$ cat src/rtl/mem_arbiter_if.sv
// Request/response and RAM bus bundle for the unified-RAM arbiter.
// slave = arbiter side, master = requesters plus RAM side.
interface mem_arbiter_if #(
    parameter int ADDR_W = 32,
    parameter int DATA_W = 32
);
    logic              cpu_req;
    logic              cpu_we;
    logic [ADDR_W-1:0] cpu_addr;
    logic [DATA_W-1:0] cpu_wdata;
    logic              cpu_ack;
    logic [DATA_W-1:0] cpu_rdata;
    logic              cpu_err;

    logic              ldr_req;
    logic              ldr_we;
    logic [ADDR_W-1:0] ldr_addr;
    logic [DATA_W-1:0] ldr_wdata;
    logic              ldr_lock;
    logic              ldr_ack;
    logic [DATA_W-1:0] ldr_rdata;
    logic              ldr_err;

    logic              mem_we;
    logic [ADDR_W-1:0] mem_a;
    logic [DATA_W-1:0] mem_wd;
    logic [DATA_W-1:0] mem_rd;

    modport slave (
        input  cpu_req, cpu_we, cpu_addr, cpu_wdata,
        output cpu_ack, cpu_rdata, cpu_err,
        input  ldr_req, ldr_we, ldr_addr, ldr_wdata, ldr_lock,
        output ldr_ack, ldr_rdata, ldr_err,
        output mem_we, mem_a, mem_wd,
        input  mem_rd
    );

    modport master (
        output cpu_req, cpu_we, cpu_addr, cpu_wdata,
        input  cpu_ack, cpu_rdata, cpu_err,
        output ldr_req, ldr_we, ldr_addr, ldr_wdata, ldr_lock,
        input  ldr_ack, ldr_rdata, ldr_err,
        input  mem_we, mem_a, mem_wd,
        output mem_rd
    );
endinterface

$ cat src/rtl/mem_arbiter.sv
// Shares one single-port RAM between the CPU and the loader, round-robin on ties.
// Every access is IDLE -> ACCESS -> RESP; ack pulses in RESP, two cycles after the grant.
module mem_arbiter #(
    parameter int ADDR_W = 32,
    parameter int DATA_W = 32
) (
    input  logic          clk,
    input  logic          reset,
    mem_arbiter_if.slave  bus,
    output logic          busy
);

    typedef enum logic [1:0] {
        IDLE   = 2'd0,
        ACCESS = 2'd1,
        RESP   = 2'd2
    } state_t;

    state_t state, state_nxt;

    logic              cpu_elig, ldr_elig, grant, grant_ldr;
    logic              last_ldr;
    logic              own_ldr;
    logic [ADDR_W-1:0] addr_q, sel_addr;
    logic [DATA_W-1:0] wdata_q;
    logic              we_q, mis_q;
    logic [DATA_W-1:0] cpu_rdata_q, ldr_rdata_q;
    logic              cpu_err_q, ldr_err_q;

    always_ff @(posedge clk) begin
        if (reset) state <= IDLE;
        else       state <= state_nxt;
    end

    // The lock only masks CPU eligibility, so an in-flight CPU access finishes.
    always_comb begin
        cpu_elig  = bus.cpu_req & ~bus.ldr_lock;
        ldr_elig  = bus.ldr_req;
        grant     = cpu_elig | ldr_elig;
        grant_ldr = (cpu_elig & ldr_elig) ? ~last_ldr : ldr_elig;
        sel_addr  = grant_ldr ? bus.ldr_addr : bus.cpu_addr;
        state_nxt = state;
        case (state)
            IDLE:    if (grant) state_nxt = ACCESS;
            ACCESS:  state_nxt = RESP;
            RESP:    state_nxt = IDLE;
            default: state_nxt = IDLE;
        endcase
    end

    always_comb begin
        busy          = (state != IDLE);
        bus.mem_a     = addr_q;
        bus.mem_wd    = wdata_q;
        bus.mem_we    = (state == ACCESS) & we_q & ~mis_q & ~reset;
        bus.cpu_ack   = (state == RESP) & ~own_ldr & ~reset;
        bus.ldr_ack   = (state == RESP) &  own_ldr & ~reset;
        bus.cpu_rdata = cpu_rdata_q;
        bus.ldr_rdata = ldr_rdata_q;
        bus.cpu_err   = cpu_err_q;
        bus.ldr_err   = ldr_err_q;
    end

    always_ff @(posedge clk) begin
        if (reset) begin
            last_ldr    <= 1'b1;
            own_ldr     <= 1'b0;
            addr_q      <= '0;
            wdata_q     <= '0;
            we_q        <= 1'b0;
            mis_q       <= 1'b0;
            cpu_rdata_q <= '0;
            ldr_rdata_q <= '0;
            cpu_err_q   <= 1'b0;
            ldr_err_q   <= 1'b0;
        end else begin
            if (state == IDLE && grant) begin
                own_ldr  <= grant_ldr;
                last_ldr <= grant_ldr;
                addr_q   <= sel_addr;
                wdata_q  <= grant_ldr ? bus.ldr_wdata : bus.cpu_wdata;
                we_q     <= grant_ldr ? bus.ldr_we    : bus.cpu_we;
                mis_q    <= (sel_addr[1:0] != 2'b00);
            end
            // Read data is captured even for writes: the requester sees the pre-write word.
            if (state == ACCESS) begin
                if (own_ldr) begin
                    ldr_rdata_q <= bus.mem_rd;
                    ldr_err_q   <= mis_q;
                end else begin
                    cpu_rdata_q <= bus.mem_rd;
                    cpu_err_q   <= mis_q;
                end
            end
        end
    end

endmodule

$ cat src/flat_wrapper.sv
// flat-port wrapper written by rule: the top's interface ports become plain ports
module mem_arbiter_flat 
#(
    parameter int ADDR_W = 32,
    parameter int DATA_W = 32
)
  (clk, reset, busy, bus_cpu_req, bus_cpu_we, bus_cpu_addr, bus_cpu_wdata, bus_cpu_ack, bus_cpu_rdata, bus_cpu_err, bus_ldr_req, bus_ldr_we, bus_ldr_addr, bus_ldr_wdata, bus_ldr_lock, bus_ldr_ack, bus_ldr_rdata, bus_ldr_err, bus_mem_we, bus_mem_a, bus_mem_wd, bus_mem_rd);
  mem_arbiter_if #(.ADDR_W(ADDR_W), .DATA_W(DATA_W)) bus_i ();
  input  logic clk;
  input  logic reset;
  output logic busy;
  input wire logic [$bits(bus_i.cpu_req)-1:0] bus_cpu_req;
  input wire logic [$bits(bus_i.cpu_we)-1:0] bus_cpu_we;
  input wire logic [$bits(bus_i.cpu_addr)-1:0] bus_cpu_addr;
  input wire logic [$bits(bus_i.cpu_wdata)-1:0] bus_cpu_wdata;
  output wire logic [$bits(bus_i.cpu_ack)-1:0] bus_cpu_ack;
  output wire logic [$bits(bus_i.cpu_rdata)-1:0] bus_cpu_rdata;
  output wire logic [$bits(bus_i.cpu_err)-1:0] bus_cpu_err;
  input wire logic [$bits(bus_i.ldr_req)-1:0] bus_ldr_req;
  input wire logic [$bits(bus_i.ldr_we)-1:0] bus_ldr_we;
  input wire logic [$bits(bus_i.ldr_addr)-1:0] bus_ldr_addr;
  input wire logic [$bits(bus_i.ldr_wdata)-1:0] bus_ldr_wdata;
  input wire logic [$bits(bus_i.ldr_lock)-1:0] bus_ldr_lock;
  output wire logic [$bits(bus_i.ldr_ack)-1:0] bus_ldr_ack;
  output wire logic [$bits(bus_i.ldr_rdata)-1:0] bus_ldr_rdata;
  output wire logic [$bits(bus_i.ldr_err)-1:0] bus_ldr_err;
  output wire logic [$bits(bus_i.mem_we)-1:0] bus_mem_we;
  output wire logic [$bits(bus_i.mem_a)-1:0] bus_mem_a;
  output wire logic [$bits(bus_i.mem_wd)-1:0] bus_mem_wd;
  input wire logic [$bits(bus_i.mem_rd)-1:0] bus_mem_rd;
  assign bus_i.cpu_req = bus_cpu_req;
  assign bus_i.cpu_we = bus_cpu_we;
  assign bus_i.cpu_addr = bus_cpu_addr;
  assign bus_i.cpu_wdata = bus_cpu_wdata;
  assign bus_cpu_ack = bus_i.cpu_ack;
  assign bus_cpu_rdata = bus_i.cpu_rdata;
  assign bus_cpu_err = bus_i.cpu_err;
  assign bus_i.ldr_req = bus_ldr_req;
  assign bus_i.ldr_we = bus_ldr_we;
  assign bus_i.ldr_addr = bus_ldr_addr;
  assign bus_i.ldr_wdata = bus_ldr_wdata;
  assign bus_i.ldr_lock = bus_ldr_lock;
  assign bus_ldr_ack = bus_i.ldr_ack;
  assign bus_ldr_rdata = bus_i.ldr_rdata;
  assign bus_ldr_err = bus_i.ldr_err;
  assign bus_mem_we = bus_i.mem_we;
  assign bus_mem_a = bus_i.mem_a;
  assign bus_mem_wd = bus_i.mem_wd;
  assign bus_i.mem_rd = bus_mem_rd;
  mem_arbiter #(.ADDR_W(ADDR_W), .DATA_W(DATA_W)) u_core (.clk(clk), .reset(reset), .bus(bus_i), .busy(busy));
endmodule
$ cat config.mk
export PLATFORM = sky130hd
export DESIGN_NAME = mem_arbiter_flat
export DESIGN_NICKNAME = d
export VERILOG_FILES = /design/src/rtl/mem_arbiter_if.sv /design/src/rtl/mem_arbiter.sv /design/src/flat_wrapper.sv
export SDC_FILE = /design/constraint.sdc
export NUM_CORES = 1
export LEC_CHECK = 0
export CAP_MARGIN = 20
export CORE_MARGIN = 5
export CORE_UTILIZATION = 35
export DETAILED_ROUTE_END_ITERATION = 7
export GPL_ROUTABILITY_DRIVEN = 0
export MAX_ROUTING_LAYER = met4
export PLACE_DENSITY_LB_ADDON = 0.3
export SYNTH_ARGS = -nofsm -noshare
export SYNTH_HDL_FRONTEND = slang
export SYNTH_SLANG_ARGS = --single-unit
$ cat constraint.sdc
create_clock -name clk -period 1.31 [get_ports clk]
set_clock_uncertainty 0.15 [all_clocks]
set_input_delay 0.131 -clock clk [delete_from_list [all_inputs] [get_ports clk]]
set_output_delay 0.131 -clock clk [all_outputs]
set_load 0.005 [all_outputs]
==> impl_metrics.toml <==
[timing]
maxSlewViolCount = 0
totalNegativeSetupSlack_ns = -32.06
fin_crit_sh = 1.25
max_freq_mhz = 611
hold_viol_final = 0
setup_ws_ns = -0.327
setup_viol = 138
rsz0062_at_grt = "true"
worst_pin_slew_ns = 1.08
post-route-min-period_ns = 1.64
relSlewSlack = 0.277

[pwr]
powerDensity_nw_per_um2 = 1170
power.total_mw = 12.6
power_leakage_nw = 4.42
peakVddDrop_mv = 0.901

[synthesis]
ys.warnings.count = 0
ys_seq_area_frac = 0.504
synth_flop_cell = "dfxtp_1"
synthArstFlopShare = 0
netlist_instances = 679
synth_edf_count = 0
yosys-top-cells-count = "nand2_1 (200), dfxtp_1 (136), a21oi_1 (132)"
syn_area_sq_um = 5400
avgSynthCellArea_sq_um = 7.95
synth_top_area_share = 0.504
synth_fp_nets = 846
synth_top_area_cell = "dfxtp_1"
synth-seq-cells = 136
netlist-cell-type-count = 27
synth.top_cells.by_area = "dfxtp_1 (50%), nand2_1 (14%), a21oi_1 (12%)"
synth_most_common_cell = "nand2_1"

[status]
status = "finished with violations"
violations = "negative setup slack"

[global_route]
grt_pass1_vias = 5933
track_usage = 0.233
grt_pass1_wl_um = 31900
grt_max_degree = 73
grt-ovfl-total = 0
antenna_found_initial = 0

[floorplanning]
die_w_um = 134
placeableCoreArea_sq_um = 15100
rows = 45
start_util = 0.357
die-height_um = 134
io_pins = 301
die_area_sq_um = 18000

[drt]
drt_iter0_markers = 290
ant_nets = 0
vias = 6174
wl_per_cell_um = 19.2
wl_um = 23200
drc = 0
via_per_inst = 5.13
drt-pass1-iter-count = 4

[clock_network]
cts_buffers = 17
cts_tree = "yes"
clkTransAtPathRegs_ns = 0.06
clock-sinks = 136
clk_latency_ns = 0.41
cts-root-buf = "clkbuf_16"
clockBufferDepth = 2
h-tree-depth = 4

[worst_hold_path]
worstHoldStart = "bus_cpu_addr[2]"
hold_end = "u_core.bus.mem_a[2]"
min_path_cells = 3
worstHoldPathType = "primary input to flip-flop"

[layout]
final_nets = 1170
drive_gt1_frac = 0.394
syn2layout_area_growth_pct = 100
diodes = 0

[place]
dp_hpwl_um = 13700
io_buffers = 300

[worst_setup_path]
ff2ff_path_depth = 8
r2r_start = "u_core.state[0]"
arrival_ns = 1.82
required_ns = 1.49
crit_fanout = 5
r2r_setup_slack_ns = -0.33
worstSetupStartpointType = "flip-flop"
r2r-end = "u_core.bus.mem_a[28]"
end_kind = "flip-flop"
critPathKind = "flip-flop to flip-flop"

[flow_run]
maxCapViolCount = 0
## worst max-delay path, stage by stage (launching register included)
cell and delay (ns):
dfxtp_4 0.36, buf_6 0.12, nor2_4 0.09, buf_6 0.12
o21a_4 0.17, buf_12 0.14, clkbuf_16 0.16, nor2_4 0.04
a211oi_2 0.20
## cell usage in the layout, fill, tap and decap left out, types with 2 or more instances in the layout
cell type and n:
a211oi_1 35, a211oi_2 30, a21oi_1 57, a21oi_2 75, buf_12 12, buf_16 10
buf_2 5, buf_4 25, buf_6 13, bufinv_16 3, clkbuf_16 21, clkbuf_2 21
clkbuf_8 3, clkdlybuf4s15_1 62, clkdlybuf4s50_1 165, clkinv_2 3, clkinv_4 3, clkinvlp_4 2
dfxtp_1 79, dfxtp_2 56, dlygate4sd2_1 44, inv_2 2, nand2_1 115, nand2_2 22
nand2_4 63, nand3b_1 2, nor2_1 50, nor2_2 7, nor2_4 13, nor3_1 2
nor4b_1 2
## logic make-up (layout without fill, tap and decap cells)
kind of cell | after synthesis | after routing | share of synthesized area
mux | 1 | 1 | 0.00185
simple gates | 282 | 282 | 0.206
flops | 136 | 136 | 0.504
compound gates | 200 | 200 | 0.225
buf+inv | 60 | 397 | 0.0626
## metrics by stage
| stage | worst slack [ns] | utilization | area [sq um] | cells | hold WS (ns) |
|---|---|---|---|---|---|
| final | -0.327 | 0.714 | 10800 | 1204 | 0.109 |
| after global routing | -0.391 | 0.714 | 10800 | 1204 | 0.105 |
| after CTS | -0.309 | 0.648 | 9810 | 1191 | 0.0980 |
| after detailed placement | -0.518 | 0.573 | 8680 | 1140 | 0.296 |
| after global placement | -0.448 | 0.573 | 8680 | 1140 | 0.291 |
| after floorplan | -0.0341 | - | 5470 | 679 | 0.117 |
## state kept, by name, summed over array words and instances (netlist names)
name	cells
u_core.bus.cpu_err	1
u_core.mis_q	1
u_core.bus.cpu_rdata	32
u_core.bus.ldr_err	1
u_core.bus.ldr_rdata	32
u_core.we_q	1
u_core.own_ldr	1
u_core.bus.mem_wd	32
u_core.last_ldr	1
u_core.state	2
u_core.bus.mem_a	32
## worst max-delay path by stage
stage | endpoint | cells past startpoint | start
global placement | u_core.bus.mem_a[7] | 6 | bus_ldr_lock
CTS | u_core.bus.mem_wd[4] | 8 | u_core.state[0]
detailed placement | u_core.bus.mem_a[24] | 6 | bus_ldr_lock
finish | u_core.bus.mem_a[28] | 8 | u_core.state[0]
global route | u_core.bus.mem_a[28] | 8 | u_core.state[0]
floorplan | u_core.bus.mem_wd[10] | 6 | u_core.state[1]
## report_power, final
part           switching [mW]  internal [mW]
Sequential              0.200           4.48
Clock                    1.86           3.14
Combinational            1.38           1.56
## cell type report
type,instances,area (sq um)
multi-input combinational,483,3400
clock inverter,11,146
clock buffer,21,470
inverter,2,7.51
timing repair buffer,363,3760
tap,188,235
sequential,136,2800
fill,1140,4330
## repair_timing
| action | 4_1_cts | 5_1_grt |
|---|---|---|
| cloned | 11 | 4 |
| gates resized for setup | 271 | 353 |
| hold endpoints to repair | 0 | 0 |
| setup buffers | 8 | 11 |
| pin swaps | 44 | 78 |
| setup endpoints to repair | 268 | 229 |
| hold buffers | 0 | 0 |
## routing by layer
layer	track usage	vias to the layer above	wire [um]
li1	-	2949	-
met1	0.260	2914	8960
met2	0.393	261	11600
met3	0.0795	50	1940
met4	0.0735	0	667
met5	-	-	0
Power figures use the tool's default switching activity.
